## config.mk

```make
export PLATFORM = sky130hd
export DESIGN_NAME = usb_rx_fsm
export DESIGN_NICKNAME = d
export VERILOG_FILES = /design/src/rtl/usb_rx_pkg.sv /design/src/rtl/usb_rx_byte_shifter.sv /design/src/rtl/usb_rx_fsm.sv
export SDC_FILE = /design/constraint.sdc
export NUM_CORES = 1
export LEC_CHECK = 0
export CORE_ASPECT_RATIO = 0.5
export CORE_UTILIZATION = 53
export DETAILED_ROUTE_END_ITERATION = 10
export PLACE_DENSITY = 0.74
export SETUP_SLACK_MARGIN = 0.02
export SYNTH_ARGS = -nofsm -noshare
export SYNTH_HDL_FRONTEND = slang
export SYNTH_SLANG_ARGS = --single-unit
```

## constraint.sdc

```tcl
create_clock -name clk -period 3.7 [get_ports clk]
set_input_delay 0.74 -clock clk [delete_from_list [all_inputs] [get_ports clk]]
set_output_delay 0.74 -clock clk [all_outputs]
set_load 0.02 [all_outputs]
```

## src/rtl/usb_rx_pkg.sv

```systemverilog
// Shared types and constants for the USB full-speed receive path.
// CRC helpers exist only when USB_RX_CRC_CHECK_EN is defined.
package usb_rx_pkg;

  typedef enum logic [2:0] {
    ST_IDLE,
    ST_SYNC_RCV,
    ST_PID_RCV,
    ST_TOKEN_RCV,
    ST_DATA_RCV,
    ST_EOP_WAIT,
    ST_DONE,
    ST_ERR
  } rx_state_e;

  typedef enum logic [2:0] {
    PKT_NONE  = 3'd0,
    PKT_OUT   = 3'd1,
    PKT_IN    = 3'd2,
    PKT_DATA0 = 3'd3,
    PKT_DATA1 = 3'd4,
    PKT_ACK   = 3'd5,
    PKT_NAK   = 3'd6
  } rx_pkt_e;

  localparam logic [7:0] SYNC_BYTE = 8'h80;
  localparam logic [7:0] PID_OUT   = 8'hE1;
  localparam logic [7:0] PID_IN    = 8'h69;
  localparam logic [7:0] PID_DATA0 = 8'hC3;
  localparam logic [7:0] PID_DATA1 = 8'h4B;
  localparam logic [7:0] PID_ACK   = 8'hD2;
  localparam logic [7:0] PID_NAK   = 8'h5A;

  function automatic rx_pkt_e decodePid(input logic [7:0] pid);
    case (pid)
      PID_OUT:   return PKT_OUT;
      PID_IN:    return PKT_IN;
      PID_DATA0: return PKT_DATA0;
      PID_DATA1: return PKT_DATA1;
      PID_ACK:   return PKT_ACK;
      PID_NAK:   return PKT_NAK;
      default:   return PKT_NONE;
    endcase
  endfunction

`ifdef USB_RX_CRC_CHECK_EN
  localparam logic [15:0] CRC16_POLY     = 16'h8005;
  localparam logic [15:0] CRC16_INIT     = 16'hFFFF;
  localparam logic [15:0] CRC16_RESIDUAL = 16'h800D;
  localparam logic [4:0]  CRC5_POLY      = 5'h05;
  localparam logic [4:0]  CRC5_INIT      = 5'h1F;
  localparam logic [4:0]  CRC5_RESIDUAL  = 5'h0C;

  function automatic logic [15:0] crc16Step(input logic [15:0] crc, input logic din);
    return {crc[14:0], 1'b0} ^ ((crc[15] ^ din) ? CRC16_POLY : 16'h0000);
  endfunction

  function automatic logic [4:0] crc5Step(input logic [4:0] crc, input logic din);
    return {crc[3:0], 1'b0} ^ ((crc[4] ^ din) ? CRC5_POLY : 5'h00);
  endfunction
`endif

endpackage

```

## src/rtl/usb_rx_byte_shifter.sv

```systemverilog
// LSB-first deserialiser: 8-bit shift register, 3-bit bit counter and a
// byte_done flag on the strobe that completes bit 7.
module usb_rx_byte_shifter (
  input  logic       clk,
  input  logic       n_rst,
  input  logic       clear_i,
  input  logic       shift_i,
  input  logic       bit_i,
  output logic [7:0] byte_o,
  output logic [2:0] bit_cnt_o,
  output logic       byte_done_o
);

  logic [7:0] shift_q, shift_d;
  logic [2:0] cnt_q, cnt_d;

  always_comb begin
    shift_d = shift_q;
    cnt_d   = cnt_q;
    if (clear_i) begin
      shift_d = '0;
      cnt_d   = '0;
    end else if (shift_i) begin
      shift_d = {bit_i, shift_q[7:1]};
      cnt_d   = cnt_q + 3'd1;
    end
  end

  always_ff @(posedge clk or negedge n_rst) begin
    if (!n_rst) begin
      shift_q <= '0;
      cnt_q   <= '0;
    end else begin
      shift_q <= shift_d;
      cnt_q   <= cnt_d;
    end
  end

  // The completed byte is presented on the same strobe that finishes it.
  assign byte_o      = {bit_i, shift_q[7:1]};
  assign bit_cnt_o   = cnt_q;
  assign byte_done_o = shift_i & ~clear_i & (cnt_q == 3'd7);

endmodule

```

## src/rtl/usb_rx_fsm.sv

```systemverilog
// USB full-speed packet receiver: framing checks, PID classification and
// payload push with CRC-byte holdback. Optional CRC checking: USB_RX_CRC_CHECK_EN.
module usb_rx_fsm #(
  parameter int MAX_PAYLOAD = 64,
  parameter int CNT_W       = 7
) (
  input  logic             clk,
  input  logic             n_rst,
  input  logic             d_edge,
  input  logic             shift_enable,
  input  logic             d_orig,
  input  logic             eop,
  output logic             rx_transfer_active,
  output logic [2:0]       rx_packet,
  output logic             rx_data_ready,
  output logic             rx_error,
  output logic             store_rx_packet_data,
  output logic [7:0]       rx_packet_data,
  output logic [CNT_W-1:0] rx_data_count
);

  import usb_rx_pkg::*;

  rx_state_e        state_q, state_d;
  rx_pkt_e          rx_packet_q, rx_packet_d, pkt;
  logic             rx_error_q, rx_error_d;
  logic [CNT_W-1:0] count_q, count_d;
  logic [7:0]       h0_q, h0_d, h1_q, h1_d;
  logic [1:0]       held_q, held_d;
  logic             tok_q, tok_d;
  logic             eop_seen_q, eop_seen_d;
  logic             err_eop_q, err_eop_d;
  logic             store_q, store_d;
  logic [7:0]       data_q, data_d;

  logic       shift_bit, eop_strobe, eop_bad, go_err, crc_ok, clear_shifter;
  logic [7:0] rx_byte;
  logic [2:0] bit_cnt;
  logic       byte_done;

  // EOP strobes carry no data bit, so they never advance the bit counter.
  assign shift_bit     = shift_enable & ~eop;
  assign eop_strobe    = shift_enable & eop;
  assign clear_shifter = (state_q == ST_IDLE) & d_edge;

  usb_rx_byte_shifter u_shifter (
    .clk         (clk),
    .n_rst       (n_rst),
    .clear_i     (clear_shifter),
    .shift_i     (shift_bit),
    .bit_i       (d_orig),
    .byte_o      (rx_byte),
    .bit_cnt_o   (bit_cnt),
    .byte_done_o (byte_done)
  );

  assign eop_bad = eop_strobe & (bit_cnt != 3'd0) &
                   (state_q != ST_IDLE) & (state_q != ST_DONE) & (state_q != ST_ERR);

`ifdef USB_RX_CRC_CHECK_EN
  logic [15:0] crc16_q, crc16_d;
  logic [4:0]  crc5_q, crc5_d;

  always_comb begin
    crc16_d = crc16_q;
    crc5_d  = crc5_q;
    if (state_q == ST_PID_RCV) begin
      crc16_d = CRC16_INIT;
      crc5_d  = CRC5_INIT;
    end else if (shift_bit && state_q == ST_DATA_RCV) begin
      crc16_d = crc16Step(crc16_q, d_orig);
    end else if (shift_bit && state_q == ST_TOKEN_RCV) begin
      crc5_d = crc5Step(crc5_q, d_orig);
    end
  end

  always_ff @(posedge clk or negedge n_rst) begin
    if (!n_rst) begin
      crc16_q <= '0;
      crc5_q  <= '0;
    end else begin
      crc16_q <= crc16_d;
      crc5_q  <= crc5_d;
    end
  end

  always_comb begin
    case (rx_packet_q)
      PKT_DATA0, PKT_DATA1: crc_ok = (crc16_q == CRC16_RESIDUAL);
      PKT_OUT, PKT_IN:      crc_ok = (crc5_q == CRC5_RESIDUAL);
      default:              crc_ok = 1'b1;
    endcase
  end
`else
  assign crc_ok = 1'b1;
`endif

  always_comb begin
    state_d     = state_q;
    rx_packet_d = rx_packet_q;
    rx_error_d  = rx_error_q;
    count_d     = count_q;
    h0_d        = h0_q;
    h1_d        = h1_q;
    held_d      = held_q;
    tok_d       = tok_q;
    eop_seen_d  = eop_seen_q;
    err_eop_d   = err_eop_q;
    store_d     = 1'b0;
    data_d      = data_q;
    pkt         = decodePid(rx_byte);
    go_err      = 1'b0;

    case (state_q)
      ST_IDLE: begin
        if (d_edge) begin
          state_d     = ST_SYNC_RCV;
          rx_error_d  = 1'b0;
          rx_packet_d = PKT_NONE;
          count_d     = '0;
          held_d      = '0;
        end
      end
      ST_SYNC_RCV: begin
        if (eop_strobe) go_err = 1'b1;
        else if (byte_done) begin
          if (rx_byte == SYNC_BYTE) state_d = ST_PID_RCV;
          else go_err = 1'b1;
        end
      end
      ST_PID_RCV: begin
        if (eop_strobe) go_err = 1'b1;
        else if (byte_done) begin
          if ((rx_byte[3:0] != ~rx_byte[7:4]) || (pkt == PKT_NONE)) go_err = 1'b1;
          else begin
            rx_packet_d = pkt;
            tok_d       = 1'b0;
            eop_seen_d  = 1'b0;
            case (pkt)
              PKT_ACK, PKT_NAK: state_d = ST_EOP_WAIT;
              PKT_OUT, PKT_IN:  state_d = ST_TOKEN_RCV;
              default:          state_d = ST_DATA_RCV;
            endcase
          end
        end
      end
      ST_TOKEN_RCV: begin
        if (eop_strobe) go_err = 1'b1;
        else if (byte_done) begin
          if (tok_q) state_d = ST_EOP_WAIT;
          else tok_d = 1'b1;
        end
      end
      ST_DATA_RCV: begin
        // h1 is the older held byte; the last two bytes are the CRC and never leave.
        if (eop_strobe) begin
          if (held_q != 2'd2) go_err = 1'b1;
          else begin
            state_d    = ST_EOP_WAIT;
            eop_seen_d = 1'b1;
          end
        end else if (byte_done) begin
          if (held_q == 2'd2) begin
            if (count_q == CNT_W'(MAX_PAYLOAD)) go_err = 1'b1;
            else begin
              store_d = 1'b1;
              data_d  = h1_q;
              count_d = count_q + CNT_W'(1);
              h1_d    = h0_q;
              h0_d    = rx_byte;
            end
          end else begin
            h1_d   = h0_q;
            h0_d   = rx_byte;
            held_d = held_q + 2'd1;
          end
        end
      end
      ST_EOP_WAIT: begin
        if (shift_enable) begin
          if (!eop) go_err = 1'b1;
          else if (!eop_seen_q) eop_seen_d = 1'b1;
          else if (!crc_ok) go_err = 1'b1;
          else state_d = ST_DONE;
        end
      end
      ST_DONE: state_d = ST_IDLE;
      ST_ERR: begin
        if (shift_enable) begin
          if (eop) err_eop_d = 1'b1;
          else if (err_eop_q) state_d = ST_IDLE;
        end
      end
      default: state_d = ST_IDLE;
    endcase

    if (eop_bad) go_err = 1'b1;

    // An eop that causes the error already counts toward leaving ERR.
    if (go_err) begin
      state_d     = ST_ERR;
      rx_packet_d = PKT_NONE;
      rx_error_d  = 1'b1;
      err_eop_d   = eop_strobe;
    end
  end

  always_ff @(posedge clk or negedge n_rst) begin
    if (!n_rst) begin
      state_q     <= ST_IDLE;
      rx_packet_q <= PKT_NONE;
      rx_error_q  <= 1'b0;
      count_q     <= '0;
      h0_q        <= '0;
      h1_q        <= '0;
      held_q      <= '0;
      tok_q       <= 1'b0;
      eop_seen_q  <= 1'b0;
      err_eop_q   <= 1'b0;
      store_q     <= 1'b0;
      data_q      <= '0;
    end else begin
      state_q     <= state_d;
      rx_packet_q <= rx_packet_d;
      rx_error_q  <= rx_error_d;
      count_q     <= count_d;
      h0_q        <= h0_d;
      h1_q        <= h1_d;
      held_q      <= held_d;
      tok_q       <= tok_d;
      eop_seen_q  <= eop_seen_d;
      err_eop_q   <= err_eop_d;
      store_q     <= store_d;
      data_q      <= data_d;
    end
  end

  assign rx_transfer_active   = (state_q != ST_IDLE);
  assign rx_data_ready        = (state_q == ST_DONE);
  assign rx_packet            = rx_packet_q;
  assign rx_error             = rx_error_q;
  assign store_rx_packet_data = store_q;
  assign rx_packet_data       = data_q;
  assign rx_data_count        = count_q;

endmodule

```

==> results of run 1 <==
## per-stage QoR
| step | cell area, um2 | power, mW |
|---|---|---|
| 6_report | 3332 | 1.871 |
| 5_1_grt | 3332 | 1.991 |
| 4_1_cts | 3332 | 1.865 |
| 3_5_place_dp | 3233 | 1.514 |
| 3_3_place_gp | 3233 | 1.484 |
| 2_1_floorplan | 2908 | 1.326 |
## worst min path at each step
| stage | to |
|---|---|
| 3_5_place_dp | h0_q[3] |
| 5_1_grt | h1_q[1] |
| 2_1_floorplan | eop_seen_q |
| 3_3_place_gp | h1_q[5] |
| 4_1_cts | rx_error |
| 6_report | rx_error |
## per-layer routing
layer  track usage [%]  vias to the layer above  part of all wire, %
met3             5.238                        4                  6.0
met2             37.85                       59                   46
met4             4.110                        0                 0.39
met5                 0                        -                    0
li1                  -                     1067                    -
met1             33.84                     1087                   48
## critical path: cells and delay by family
kind	cells	cell delay (ns)
AND/OR/NAND/NOR	2	0.83
multiplexers	1	0.24
AO/OA/AOI/OAI	3	0.57
buffers and inverters	1	0.56
## layout by cell type (no fill, tap or decap), drive strengths merged, types with 7 or more instances in the layout
cell | netlist | final
o21ai | 10 | 10
nor2 | 24 | 24
a21oi | 20 | 20
dfrtp | 54 | 54
xor2 | 7 | 7
clkdlybuf4s50 | 0 | 26
mux2 | 24 | 24
nand2 | 35 | 35
inv | 8 | 9
## power by group through the flow
stage / registers, mW / logic, mW / clock network (mW)
CTS: 0.851 / 0.656 / 0.359
finish: 0.855 / 0.663 / 0.353
global placement: 0.854 / 0.630 / 0
floorplan: 0.756 / 0.570 / 0
global route: 0.872 / 0.740 / 0.379
detailed placement: 0.863 / 0.651 / 0
## layout make-up
class                   instances  area (um2)  share of cell area (%)
clock buffers                   6       82.58                   2.478
flip-flops and latches         54        1351                   40.56
inverters                       8       30.03                  0.9012
multi-input cells             207        1461                   43.86
well taps                      70       87.58                   2.629
clock inverters                 2       16.27                  0.4882
repair buffers                 32       302.8                   9.087
## synth_stat cells (all sizes together) (5+ instances only)
master  count
nand2b      6
nor2       24
xor2        7
nand2      35
ha          6
buf        10
nor2b       5
a21oi      20
o21ai      10
mux2       24
dfrtp      54
inv         8
## registers in the layout, summed over array words and instances, names as in the netlist
| signal | cells |
|---|---|
| rx_data_count | 7 |
| err_eop_q | 1 |
| state_q | 3 |
| eop_seen_q | 1 |
| rx_packet_data | 8 |
| h0_q | 8 |
| store_rx_packet_data | 1 |
| h1_q | 8 |
| u_shifter.shift_q | 7 |
| rx_error | 1 |
| held_q | 2 |
| u_shifter.bit_cnt_o | 3 |
| rx_packet | 3 |
| tok_q | 1 |
## logic make-up after synthesis
logic type,after synthesis
xor gates and xnor gates,8
and+or+nand+nor,107
buffers and inverters,22
adders and majority gates,6
AOI/OAI and AO/OA,59
muxes,27
DFF,54
==> flow_summary.yaml, run 1 <==
run_status:
  outcome: "complete, no violations"
placed_design:
  dp_cells: 371
  dp_hpwl_mm: 4.363
  portBuffers: 27
  preCtsSetupSlack_ns: 0.6770
  routabilityCongestion: 0.9024
logic_synthesis:
  syn_area_per_cell_um2: 10.27
  syn_nets: 295
  ys_top_cells_by_area: "dfrtp_1, mux2_2, nand2_1, a21oi_1, nor2_1"
  synth_top_family_by_area: "simple AND/OR/NAND/NOR gates"
  synth_xor_xnor_area_share_pct: 2.410
  synth_top_area_share_pct: 46.47
  netlist_instances: 283
  synthDistinctLibCells: 58
  synth_compound_area_share_pct: 14.67
  synth.ff_latch_count: 54
  synth-edff-count: 0
  yosysWarningCount: 0
  ys.flop_type: "dfrtp_1"
  syn-cell-area_um2: 2908
  ys_seq_area_share_pct: 46.47
  synthSimpleGateAreaFrac_pct: 20.27
  synth_mux_area_share_pct: 10.33
  synth_area_leader_cell: "dfrtp_1"
  yosys.area_share.adder_pct: 2.582
  async_flop_share_pct: 100.0
clocking:
  clock_sinks: 54
  cts_tree: "yes"
  holdBufCountCts: 0
  worstSkewPairLatency_ns: 0.31
  post_cts_buffers: 0
  cts.clk_slew.worst_paths_ns: 0.10
  cts_resized: 0
  ctsLongestPathBuffers: 2
  htreeDepth: 2
  cts_buffers: 5
  cts_root_buffer: "clkbuf_8"
timing:
  slew_headroom_pct: 35.33
  fin_setup_tns_ns: 0
  period_needed_ns: 2.763
  clock_skew_ns: 0.008103
  rsz0062_at_grt: "no"
  fin_hold_ws_ns: 0.5012
  period_share_pct: 74.69
  finalHoldViolCount: 0
  worstMarginPinSlew_ns: 0.9700
  fmax_mhz: 361.9
  final.setup.worst_slack_ns: 0.9366
  finalSetupViolCount: 0
  slew_violations: 0
critical_path:
  crit_type: "in2reg"
  cp_max_fo: 6
  cp_cell_sequence: "clkdlybuf4s50_1, nor4b_1, a21oi_1, o31a_1, nor4_2, mux2i_1, o21ai_0"
  worst_ep_arrival_time_ns: 2.95
  timing.rr.end: "err_eop_q"
  worst_setup_path_startpoint: "d_orig"
  required_ns: 3.89
  startpoint_type: "primary input"
  crit_slowest_cell: "clkdlybuf4s50_1"
  endpoint_kind: "flip-flop"
  crit_end: "state_q[1]"
  rr_startpoint: "u_shifter.bit_cnt_o[0]"
  ff2ff_path_depth: 8
  r2r_slack_ns: 1.23
  critPathMaxStageDelay_ns: 0.56
floorplanning:
  initial_core_util_pct: 57.13
  dieArea_um2: 5805
  ioPinCount: 28
  die_w_um: 106.8
  rows: 18
  core-area_um2: 5090
  die_h_um: 54.38
routing:
  ant_nets: 0
  first_pass_iters: 4
  finalWirelength_mm: 6.193
  num_vias: 2217
  drt_iter0_drc: 174
  wl_per_cell_um: 16.34
  vias_per_cell: 5.850
  drc: 0
finish:
  final_cells: 379
  fin_nets: 320
  area_delta_synth_final_pct: 14.59
  fillers: 397
  final_layout_size_suffix_gt1_share_pct: 17.15
  num_antenna_cells: 0
  final_util_pct: 65.46
power_and_ir_drop:
  internal_power_mw: 1.111
  comb_power_share_pct: 35.4
  leakagePower_nw: 1.450
  p_sw_share_pct: 40.66
  power_frac_seq_pct: 45.7
  p_clk_share_pct: 18.9
  ir_drop_mv: 0.2739
  switching_power_mw: 0.7609
  powerDensity_nw_per_um2: 561.7
grt:
  grt_max_degree: 45
  grt_first_pass_wirelength_mm: 10.41
  overflow: 0
  grt_pass1_vias: 2065
  antenna_found_initial: 0
  grt_usage_pct: 23.62
flow_run:
  cap_violations: 0
worst_hold_path:
  hold_depth: 1
  hp-start: "rx_error"
  hold_path_class: "reg2reg"
Power figures use the tool's default switching activity.
==> run 2, diff against run 1 <==
CORE_UTILIZATION = 51   (was 53)
clock period = 2.25 ns   (was 3.7 ns; I/O delays follow)
==> run 2 against run 1 <==
Hold slack worse by 0.23 ns. Global-route usage up 0.92 points. Core utilization up 6.2 points. Non-clock buffer count up 36. Wire length up 10%. Register-to-register slack worse by 1.2 ns. Clock skew about the same. First-iteration DRC count down 14%. Via count up 6.5%. Total power up 92%. Highest routed layer unchanged.
==> flow_summary.yaml, run 2 (synthesized netlist as in run 1, its figures left out) <==
finish:
  layout_commonest_cell: "dfrtp_1"
  fin_nets: 356
  num_antenna_cells: 0
  area_delta_synth_final_pct: 28.14
  layout_common_cells: "dfrtp_1, buf_4, nand2_1"
  final_layout_size_suffix_gt1_share_pct: 27.83
timing:
  final.setup.worst_slack_ns: 0.06554
  period_needed_ns: 2.184
  clock_skew_ns: 0.008002
  finalSetupViolCount: 0
  worstMarginPinSlew_ns: 0.6597
  slew_headroom_pct: 56.02
  fmax_mhz: 457.8
  rsz0062_at_grt: "yes"
  slew_violations: 0
  finalHoldViolCount: 0
  period_share_pct: 97.09
routing:
  drc: 0
  num_vias: 2361
  wl_per_cell_um: 16.44
  ant_nets: 0
  finalWirelength_mm: 6.823
  drt_iter0_drc: 149
  vias_per_cell: 5.689
  first_pass_iters: 4
critical_path:
  ff2ff_path_depth: 8
  worst_ep_arrival_time_ns: 2.36
  rr_startpoint: "u_shifter.bit_cnt_o[0]"
  critPathMaxStageDelay_ns: 0.46
  r2r_slack_ns: 0.07
  crit_slowest_cell: "a2111oi_1"
  cp_cell_sequence: "clkdlybuf4s50_1, nor4b_2, buf_4, a2111oi_1, a211oi_2, and3_4, o311ai_2, o211ai_1"
  startpoint_type: "primary input"
  timing.rr.end: "state_q[1]"
  endpoint_kind: "flip-flop"
  required_ns: 2.43
  crit_type: "in2reg"
  cp_max_fo: 3
clocking:
  htreeDepth: 2
  cts_root_buffer: "clkbuf_16"
  worstSkewPairLatency_ns: 0.30
  clock_sinks: 54
  holdBufCountCts: 0
  ctsLongestPathBuffers: 2
  cts.clk_slew.worst_paths_ns: 0.08
  cts_buffers: 5
  cts_tree: "yes"
placed_design:
  preCtsSetupSlack_ns: -0.2814
  portBuffers: 27
  dp_hpwl_mm: 4.717
  routabilityCongestion: 0.8730
grt:
  grt_pass1_vias: 2258
  grt_max_degree: 55
  grt_usage_pct: 24.54
  overflow: 0
  grt_first_pass_wirelength_mm: 11.24
  antenna_found_initial: 0
power_and_ir_drop:
  ir_drop_mv: 0.6794
  power_mw: 3.600
  leakagePower_nw: 1.679
  powerDensity_nw_per_um2: 966.3
floorplanning:
  die_h_um: 55.40
  core-area_um2: 5202
  dieArea_um2: 6026
  ioPinCount: 28
  rows: 18
  die_w_um: 108.8
  initial_core_util_pct: 55.89
run_status:
  outcome: "complete, no violations"
flow_run:
  cap_violations: 0
worst_hold_path:
  hold_path_class: "in2async"
==> run 2: how the worst max path moves through the flow <==
stage | start | endpoint | slack (ns) | cells after the start
after floorplan | u_shifter.bit_cnt_o[0] | err_eop_q | 0.06 | 8
after global routing | u_shifter.bit_cnt_o[0] | state_q[1] | -0.1 | 8
after detailed placement | d_orig | state_q[1] | -0.28 | 8
after global placement | d_orig | state_q[1] | -0.21 | 8
after CTS | d_orig | state_q[1] | 0.02 | 8
final | d_orig | err_eop_q | 0.07 | 8
==> run 2: per-stage QoR <==
| stage | area (um2) | util (%) | std cells | setup TNS [ns] | hold slack (ns) |
|---|---|---|---|---|---|
| final | 3726 | 71.62 | 415 | 0 | 0.2679 |
| after global routing | 3726 | 71.62 | 415 | -0.09545 | 0.3311 |
| after CTS | 3669 | 70.51 | 414 | 0 | 0.2991 |
| after detailed placement | 3508 | 67.44 | 406 | -2.876 | 0.4731 |
| after global placement | 3508 | 67.44 | 406 | -1.611 | 0.4641 |
| after floorplan | 2908 | - | 283 | 0 | 0.1544 |
==> run 2: report_power, final <==
group	internal [mW]	switching [mW]
Sequential	1.12	0.191
Combinational	0.668	0.804
Clock	0.428	0.395
==> run 2: what timing repair did <==
action / CTS / global route
cloned: 0 / 0
endpoints found under the setup margin: 1 / 7
pin swaps: 0 / 5
resized for setup: 3 / 10
setup buffers: 0 / 1
==> run 2: worst max-delay path: cells and delay by family <==
family | cells | cell delay [ns]
compound gates | 4 | 0.95
buf+inv | 2 | 0.58
simple gates | 2 | 0.38
==> run 2: area by class of cell <==
type | count | area (um2)
clock buffers | 5 | 125.1
clock inverters | 3 | 28.78
well taps | 70 | 87.58
inverters | 8 | 30.03
flip-flops and latches | 54 | 1354
multi-input cells | 207 | 1503
fillers | 411 | 1476
repair buffers | 68 | 598.1
==> run 2: layer usage <==
layer / wire length (um) / up-vias / global-route usage, %
met4: 104 / 0 / 8.494
met2: 3141 / 50 / 36.08
li1: - / 1142 / -
met5: 0 / - / 0
met3: 307 / 9 / 5.077
met1: 3269 / 1160 / 35.89
